$ cat src/rtl/port_rv_fifo.sv
// port_rv_fifo: ready/valid first-word-fall-through FIFO placed behind an
// input port bundle. Flags are decoded from the registered count, so neither
// flag depends combinationally on in_valid or out_ready.
module port_rv_fifo #(
  parameter  int unsigned WIDTH = 8,
  parameter  int unsigned DEPTH = 4,
  localparam int unsigned AW    = $clog2(DEPTH)
) (
  input  logic             clk,
  input  logic             rst_n,
  input  logic [WIDTH-1:0] in_data,
  input  logic             in_valid,
  output logic             in_ready,
  output logic [WIDTH-1:0] out_data,
  output logic             out_valid,
  input  logic             out_ready,
  output logic [AW:0]      count
);

  localparam logic [AW:0] CntFull = (AW + 1)'(DEPTH);

  logic [WIDTH-1:0] r_mem [DEPTH];
  logic [AW-1:0]    r_wr_ptr;
  logic [AW-1:0]    r_rd_ptr;
  logic [AW:0]      r_count;

  logic             w_push;
  logic             w_pop;
  logic [AW-1:0]    w_wr_ptr_d;
  logic [AW-1:0]    w_rd_ptr_d;
  logic [AW:0]      w_count_d;

  // Handshake flags and head-of-queue data from registered state only.
  always_comb begin
    in_ready  = rst_n && (r_count != CntFull);
    out_valid = rst_n && (r_count != '0);
    out_data  = r_mem[r_rd_ptr];
    count     = r_count;
    w_push    = in_valid && in_ready;
    w_pop     = out_valid && out_ready;
  end

  // Next pointer and occupancy; pointers wrap for free since DEPTH is a power of two.
  always_comb begin
    w_wr_ptr_d = r_wr_ptr;
    w_rd_ptr_d = r_rd_ptr;
    w_count_d  = r_count;
    if (w_push) begin
      w_wr_ptr_d = r_wr_ptr + 1'b1;
    end
    if (w_pop) begin
      w_rd_ptr_d = r_rd_ptr + 1'b1;
    end
    if (w_push && !w_pop) begin
      w_count_d = r_count + 1'b1;
    end else if (w_pop && !w_push) begin
      w_count_d = r_count - 1'b1;
    end
  end

  // Pointer and count registers with synchronous active-low reset.
  always_ff @(posedge clk) begin
    if (!rst_n) begin
      r_wr_ptr <= '0;
      r_rd_ptr <= '0;
      r_count  <= '0;
    end else begin
      r_wr_ptr <= w_wr_ptr_d;
      r_rd_ptr <= w_rd_ptr_d;
      r_count  <= w_count_d;
    end
  end

  // Storage array; contents are not reset, a push is masked during reset by in_ready.
  always_ff @(posedge clk) begin
    if (w_push) begin
      r_mem[r_wr_ptr] <= in_data;
    end
  end

endmodule

$ cat config.mk
export PLATFORM = sky130hd
export DESIGN_NAME = port_rv_fifo
export DESIGN_NICKNAME = d
export VERILOG_FILES = /design/src/rtl/port_rv_fifo.sv
export SDC_FILE = /design/constraint.sdc
export NUM_CORES = 1
export LEC_CHECK = 0
export ABC_AREA = 1
export CORE_ASPECT_RATIO = 0.9
export CORE_UTILIZATION = 45
export DETAILED_ROUTE_END_ITERATION = 7
export PLACE_DENSITY = 0.71
export SETUP_SLACK_MARGIN = 0.05
export SYNTH_ARGS = -nofsm -noshare
export SYNTH_HDL_FRONTEND = slang
export SYNTH_SLANG_ARGS = --single-unit
$ cat constraint.sdc
create_clock -name clk -period 1.55 [get_ports clk]
set_input_delay 0.155 -clock clk [delete_from_list [all_inputs] [get_ports clk]]
set_output_delay 0.155 -clock clk [all_outputs]
set_load 0.03 [all_outputs]
# [After elaboration in Yosys (flattened, before gate mapping)]
# Memories as Yosys holds them, arrays and structs flattened. A register that Yosys moved wholly into a read port is not among the register bits.
# Index checks and enable logic that the tools add are counted.
[totals] ff_bits=7 mem_bits_rw=32 in_bits=12 out_inout_bits=13 elab_cells=25 n_memories=1
[classes] n_addsub=4 eq_ne=1 mux=6 n_reduce_logical=10
[mem_list] memory="r_mem" depth=4 width=8 rd=1 rd_ports_with_merged_regs=1 write_ports=1 line="22" source="logic [WIDTH-1:0] r_mem [DEPTH];"
[ops] op="logical AND 1 bit" count=6
[ops] op="two-way mux 3 bit" count=2
[ops] op="adder 2 x 1 -> 2 bit (second input constant)" count=2
[ops] op="two-way mux 2 bit" count=2
[ops] op="adder 3 x 1 -> 3 bit (second input constant)" count=1
[ops] op="!= test 3 bit (second input constant)" count=1
[ops] op="nonzero test 3 bit" count=1
[ops] op="subtractor 3 x 1 -> 3 bit (second input constant)" count=1
[ops] op="zero test 1 bit" count=2
[ops] op="two-way mux 1 bit" count=2
[ops] op="nonzero test 2 bit" count=1

# [Depth between registers and ports, before layout]
# Gate-level depths: netlist of run 1.
[logic_depth] depth_word=7 ltp_mapped=13

# [Least setup slack after synthesis of run 1]
# Ideal clock, no wire load.
[synth_path] path_kind="flip-flop to flip-flop" startpoint="register r_count[0] (netlist: count[0])" endpoint="register r_count[2] (netlist: count[2])" t_arrival_ps=1832 t_required_ps=1437 slack_ps=-395 stages_incl_launch_ff=14 n_path_buf=0 synth_period_minus_slack_ps=1945 path_cell_list="dfxtp_1 > nor2_2 > nand2_1 > nand3_2 > inv_1 > ha_1 > inv_1 > fa_1 > inv_1 > nand2_1 > nand3_1 > nand2_1 > nand2_1 > nor2_1"
[synth_via] elab_chain_len=6
[synth_rtl] element="start: declaration" line="25" source="logic [AW:0] r_count;"
[synth_rtl] element="start signal: assignment" line="70" source="r_count <= w_count_d;"
[synth_rtl] element="!= test 3 bit (*)" line="35" source="in_ready = rst_n && (r_count != CntFull);"
[synth_rtl] element="logical AND 1 bit (*)" line="35"
[synth_rtl] element="logical AND 1 bit (*)" line="39" source="w_push = in_valid && in_ready;"
[synth_rtl] element="named net w_push" line="27" source="logic w_push;"
[synth_rtl] element="zero test 1 bit" line="56" source="end else if (w_pop && !w_push) begin"
[synth_rtl] element="logical AND 1 bit" line="56"
[synth_rtl] element="nonzero test 2 bit (no source line)"
# Mark *: on every way through the listed nets, which the timed path passes. The rest lies on a longest branch. The select of a mux whose other input is x is not followed.
# A chain may end at the register's enable or synchronous reset.

# [Final worst setup path of run 1]
[layout_path] startpoint="register r_count[1] (netlist: count[1])" endpoint="register r_count[1] (netlist: count[1])"
[layout_lines] element="!= test 3 bit" line="35"
[layout_lines] element="logical AND 1 bit" line="35"
[layout_lines] element="logical AND 1 bit" line="39"
[layout_lines] element="named net w_push" line="27"
[layout_lines] element="logical AND 1 bit" line="54" source="if (w_push && !w_pop) begin"
[layout_lines] element="two-way mux 3 bit" line="54"
[layout_lines] element="named net w_count_d[1]" line="31" source="logic [AW:0] w_count_d;"
# The timed path passes the listed nets, and every way through them passes these cells. The select of a mux whose other input is x is not followed.

==> results of run 1 <==
-- logic make-up (layout without fill, tap and decap cells) --
kind of cell,Yosys count,after routing,synth area share (%)
AO/OA/AOI/OAI,29,29,9.601
flip-flops,41,41,67.36
AND/OR/NAND/NOR,49,49,12.04
adder cells (fa/ha/maj),6,6,4.874
buffers and inverters,21,70,5.612
XOR/XNOR,1,1,0.5171
-- routing by layer --
metal / part of all wire (%) / wire length [um] / GRT usage [%] / vias to the layer above
met2: 53 / 1738 / 33.77 / 28
met4: 2.4 / 78 / 11.25 / 0
met3: 4.4 / 146 / 5.725 / 6
met1: 40 / 1334 / 19.95 / 569
li1: - / - / - / 596
met5: 0 / 0 / 0 / -
-- cell usage after synthesis --
master,count
buf_2,1
fa_1,1
ha_1,5
o21ai_0,13
nor2_2,3
edfxtp_1,32
o22ai_1,8
nor2_1,26
o21ai_1,2
nand3_2,1
buf_6,2
o21ai_2,2
xor2_1,1
nand3_1,3
inv_2,1
nand2_1,15
nand4_1,1
dfxtp_1,9
inv_1,17
a21oi_1,4
-- metrics by stage --
stage	util (%)	instances	area, um^2	hold WS (ns)	power [mW]
after floorplan	-	147	1740	0.2539	1.821
after global placement	60.68	229	2111	0.4588	2.135
after detailed placement	60.68	229	2111	0.4711	2.170
after CTS	63.49	238	2208	0.4753	2.827
after global routing	65.00	240	2261	0.3833	2.993
final	65.00	240	2261	0.3685	2.852
-- critical path, stage by stage, from the launching register on --
cell,delay [ns]
dfxtp_4,0.36
nor2_4,0.14
nand2_2,0.10
nand3_4,0.08
inv_4,0.05
ha_4,0.16
inv_4,0.05
fa_2,0.45
o21ai_2,0.14
nor2_1,0.04
-- worst max-delay path by stage --
stage	startpoint	to	slack [ns]	cells after the start
final	count[1]$_SDFFE_PN0P_	count[1]$_SDFFE_PN0P_	-0.13	9
after CTS	count[0]$_SDFFE_PN0P_	count[1]$_SDFFE_PN0P_	-0.10	9
after global routing	count[1]$_SDFFE_PN0P_	count[1]$_SDFFE_PN0P_	-0.18	9
after floorplan	count[0]$_SDFFE_PN0P_	count[1]$_SDFFE_PN0P_	-0.09	9
after detailed placement	rst_n	count[2]$_SDFFE_PN0P_	-0.32	12
after global placement	rst_n	count[2]$_SDFFE_PN0P_	-0.24	12
-- cells in the final DEF, fill, tap and decap left out, drive strengths merged, types with 4 or more instances in the layout --
| master | instances |
|---|---|
| nand2 | 15 |
| nand3 | 4 |
| ha | 5 |
| clkbuf | 8 |
| buf | 30 |
| o22ai | 8 |
| o21ai | 17 |
| a21oi | 4 |
| clkdlybuf4s50 | 10 |
| nor2 | 29 |
| inv | 18 |
| dfxtp | 9 |
| edfxtp | 32 |
-- area by class of cell --
| cell class | count | area, um^2 |
|---|---|---|
| inverter | 18 | 77.57 |
| timing repair buffer | 44 | 379.1 |
| fill | 270 | 1217 |
| multi-input combinational | 85 | 511.7 |
| clock buffer | 8 | 80.08 |
| tap | 44 | 55.05 |
| sequential | 41 | 1157 |
-- where the power goes --
group	switching [mW]	internal [mW]	leakage, nW
Sequential	0.0503	1.27	0.367
Combinational	0.503	0.389	0.514
Clock	0.321	0.319	0.0395
-- state kept, by name, summed over array words and instances (netlist names), named ones only --
signal / cells
count: 3
r_rd_ptr: 2
r_mem: 32
r_wr_ptr: 2
-- timing repair --
item                       4_1_cts  5_1_grt
gates resized for setup          7       12
gates cloned                     0        0
setup endpoints to repair       12       10
buffers inserted                 1        2
pin swaps                        1        8
==> results.sh, run 1 <==
export IMPL_outcome="finished with violations"
export IMPL_violations="setup timing"
export IMPL_crit_type="reg2reg"
export IMPL_num_io_pins=25
export IMPL_drive_gt1_share_pct=29.08
export IMPL_crit_required_ns=1.74
export IMPL_cp_start_kind="flip-flop"
export IMPL_track_usage_pct=19.05
export IMPL_start_util_pct=48.71
export IMPL_ys_seq_area_share_pct=67.36
export IMPL_htreeDepth=2
export IMPL_fin_tns_setup_ns=-0.2175
export IMPL_die_area_um2=4015
export IMPL_yosys_warnings=0
export IMPL_grt_ovfl_total=0
export IMPL_worst_slew_pin_slew_ns=0.3166
export IMPL_hpwl_mm=2.241
export IMPL_hold_class="in2reg"
export IMPL_worstPathMaxFanout=3
export IMPL_cts_made_buffers=5
export IMPL_drtPass1Iterations=4
export IMPL_row_count=20
export IMPL_clock_sinks=41
export IMPL_grt_pass1_wl_mm=5.195
export IMPL_first_global_vias=1137
export IMPL_die_width_um=66.68
export IMPL_portBuffers=24
export IMPL_initialDrtViolationCount=41
export IMPL_r2r_cells=9
export IMPL_hold_start="rst_n"
export IMPL_fmax_mhz=596.9
export IMPL_drc=0
export IMPL_syn_avg_cell_area_um2=11.52
export IMPL_cts_hold_buffers=0
export IMPL_pre_cts_slack_ns=-0.3234
export IMPL_clock_latency_ns=0.29
export IMPL_yosysUniqueCellTypes=20
export IMPL_viasPerCell=4.996
export IMPL_area_growth_pct=33.46
export IMPL_period_minus_slack_ns=1.675
export IMPL_power_per_cell_area_nw_per_um2=1261
export IMPL_rsz0062_at_grt="yes"
export IMPL_drt_total_wl_mm=3.297
export IMPL_cts_path_max_buffers=2
export IMPL_synth_seq_cells=41
export IMPL_clock_skew_final_ns=0.008007
export IMPL_setup_viol=2
export IMPL_synth_top_area_share_pct=56.72
export IMPL_slew_violations=0
export IMPL_slew_headroom_pct=78.86
export IMPL_ant_nets=0
export IMPL_clockRootBuffer="clkbuf_8"
export IMPL_syn_nets=165
export IMPL_core_area_um2=3478
export IMPL_crit_arrival_ns=1.86
export IMPL_yosysTopAreaCell="edfxtp_1"
export IMPL_netlist_area_um2=1694
export IMPL_total_leakage_power_nw=0.9207
export IMPL_grt_start_max_net_pins=17
export IMPL_die_y_um=60.21
export IMPL_syn_inst=147
export IMPL_hold_violations=0
export IMPL_post_drt_wl_per_cell_um=13.74
export IMPL_place_congestion=0.8007
export IMPL_rrSetupSlack_ns=-0.13
export IMPL_maxCapViolCount=0
export IMPL_cts_tree="built"
export IMPL_worst_setup_path_end_kind="flip-flop"
export IMPL_fin_ws_ns=-0.1254
export IMPL_via_count=1199
export IMPL_hold_depth=4
export IMPL_max_vdd_ir_drop_v=0.0009204
export IMPL_r2r_start="count[1]$_SDFFE_PN0P_"
export IMPL_r2r_end="count[1]$_SDFFE_PN0P_"
export IMPL_ys_top_cells_by_area="edfxtp_1 (57%), dfxtp_1 (11%), nor2_1 (5.8%)"
export IMPL_finalCritPeriodShare_pct=108.1
export IMPL_fin_nets=213
export IMPL_cts_clk_slew_worst_paths_ns=0.07
export IMPL_antenna_found_initial=0
export IMPL_antenna_cells=0
No activity file was read; power rests on OpenSTA's default activity.
==> inputs of run 2 (changes only) <==
--- a/config.mk
+++ b/config.mk
@@ -7,9 +7,9 @@
 export LEC_CHECK = 0
 export ABC_AREA = 1
 export CORE_ASPECT_RATIO = 0.9
-export CORE_UTILIZATION = 45
+export CORE_UTILIZATION = 47
 export DETAILED_ROUTE_END_ITERATION = 7
-export PLACE_DENSITY = 0.71
+export PLACE_DENSITY = 0.73
 export SETUP_SLACK_MARGIN = 0.05
 export SYNTH_ARGS = -nofsm -noshare
 export SYNTH_HDL_FRONTEND = slang
==> results.sh, run 2 (synthesis gave the netlist of run 1 again) <==
export IMPL_top_register="r_mem"
export IMPL_clock_skew_final_ns=0.002797
export IMPL_portBuffers=24
export IMPL_ant_nets=0
export IMPL_drt_total_wl_mm=3.562
export IMPL_nFillCells=260
export IMPL_layout_common_cells="edfxtp_1 (32), buf_4 (28), nor2_1 (23)"
export IMPL_critPathTopFamily="simple AND/OR/NAND/NOR gates"
export IMPL_finish_utilization_pct=69.85
export IMPL_outcome="finished with violations"
export IMPL_cts_made_buffers=5
export IMPL_cp_cell_sequence="nor2_4 > nand2_2 > nand3_4 > ha_4 > inv_2 > fa_2 > nand2_1 > nand3_2 > nand2_1 > nand2_1 > nor2_1"
export IMPL_cp_start_kind="flip-flop"
export IMPL_power_per_cell_area_nw_per_um2=1393
export IMPL_die_y_um=58.96
export IMPL_viasPerCell=5.090
export IMPL_max_vdd_ir_drop_v=0.0008059
export IMPL_rsz0062_at_grt="yes"
export IMPL_finalCritPeriodShare_pct=105.2
export IMPL_crit_required_ns=1.78
export IMPL_worst_slew_pin_slew_ns=0.3135
export IMPL_first_global_vias=1207
export IMPL_final_common_cell="edfxtp_1"
export IMPL_via_count=1242
export IMPL_maxCapViolCount=0
export IMPL_crit_arrival_ns=1.86
export IMPL_die_width_um=65.29
export IMPL_total_leakage_power_nw=0.9600
export IMPL_fmax_mhz=613.3
export IMPL_place_congestion=0.7514
export IMPL_violations="setup timing"
export IMPL_clock_latency_ns=0.29
export IMPL_period_minus_slack_ns=1.631
export IMPL_cts_tree="built"
export IMPL_setup_viol=2
export IMPL_track_usage_pct=19.99
export IMPL_drtPass1Iterations=4
export IMPL_seqCellArea_um2=1160
export IMPL_multiInputGateArea_um2=526.8
export IMPL_hpwl_mm=2.360
export IMPL_slew_violations=0
export IMPL_grt_pass1_wl_mm=5.409
export IMPL_drc=0
export IMPL_crit_type="reg2reg"
export IMPL_antenna_found_initial=0
export IMPL_post_drt_wl_per_cell_um=14.60
export IMPL_worst_setup_path_end_kind="flip-flop"
export IMPL_stdcell_count=244
export IMPL_worst_path_max_delay_cell="dfxtp_4"
export IMPL_max_stage_delay_ns=0.36
export IMPL_hold_violations=0
export IMPL_cts_hold_buffers=0
export IMPL_hold_class="in2reg"
export IMPL_cts_path_max_buffers=2
export IMPL_row_count=20
export IMPL_fin_ws_ns=-0.08056
export IMPL_grt_start_max_net_pins=17
export IMPL_area_growth_pct=40.32
export IMPL_crit_buf_inv=1
export IMPL_clock_sinks=41
export IMPL_grt_ovfl_total=0
export IMPL_clockRootBuffer="clkbuf_8"
export IMPL_slew_headroom_pct=79.06
export IMPL_placed_cells=229
export IMPL_core_area_um2=3403
export IMPL_whs_ns=0.3490
export IMPL_antenna_cells=0
export IMPL_cts_clk_slew_worst_paths_ns=0.08
export IMPL_start_util_pct=49.78
export IMPL_initialDrtViolationCount=77
export IMPL_num_io_pins=25
export IMPL_largest_reg_flops=32
export IMPL_fin_nets=217
export IMPL_die_area_um2=3849
export IMPL_worstPathMaxFanout=3
export IMPL_htreeDepth=2
export IMPL_cpMostUsedCell="nand2_1"
export IMPL_drive_gt1_share_pct=34.50
-- run 2: final cells by class --
type	count	share of cell area [%]
Timing Repair Buffer	48	17.68
Sequential cell	41	48.79
Tap cell	44	2.316
Clock buffer	5	2.895
Clock inverter	3	2.895
Inverter	18	3.263
Multi-Input combinational cell	85	22.16
-- run 2: tightest hold or removal path, cell delays in order --
cell	delay, ns
dlymetal6s2s_1	0.20
nand3_4	0.12
inv_4	0.04
nand2_1	0.05
nand2_1	0.04
-- run 2: final timing paths --
| path | startpoint | to | slack [ns] | cells past startpoint |
|---|---|---|---|---|
| min reg2reg | r_rd_ptr[0]$_SDFFE_PN0P_ | flip-flop | 0.50 | 2 |
| max | count[1]$_SDFFE_PN0P_ | count[2]$_SDFFE_PN0P_ | -0.08 | 11 |
| min | rst_n | r_wr_ptr[1]$_SDFFE_PN0P_ | 0.35 | 5 |
| max reg2reg | count[1]$_SDFFE_PN0P_ | count[2]$_SDFFE_PN0P_ | -0.08 | 11 |
-- run 2: repair_timing --
item	in CTS	in global routing
gates resized for setup	8	22
gates cloned	0	0
setup buffers	4	3
pin swaps	2	6
setup endpoints to repair	12	31
-- run 2: routing by layer --
| metal | GRT usage (%) | wire length [um] | up-vias |
|---|---|---|---|
| met5 | 0 | 0 | - |
| met4 | 10.25 | 86 | 0 |
| met3 | 5.814 | 199 | 7 |
| met2 | 34.61 | 1880 | 40 |
| met1 | 22.51 | 1395 | 589 |
| li1 | - | - | 606 |
-- run 2: per-stage QoR --
stage               instance area [um^2]  setup WS (ns)  TNS [ns]  total power [mW]
detailed placement                  2111        -0.2983    -2.328             2.162
floorplan                           1740       -0.09037   -0.1630             1.821
CTS                                 2286       -0.05173  -0.09990             3.219
global route                        2377        -0.1679   -0.3051             3.443
finish                              2377       -0.08056   -0.1593             3.311
global placement                    2111        -0.2474   -0.9768             2.136
-- run 2: power breakdown --
| group | switching [mW] | total, mW | internal [mW] |
|---|---|---|---|
| logic | 0.530 | 0.966 | 0.435 |
| clock network | 0.374 | 1.02 | 0.648 |
| registers | 0.0556 | 1.32 | 1.27 |
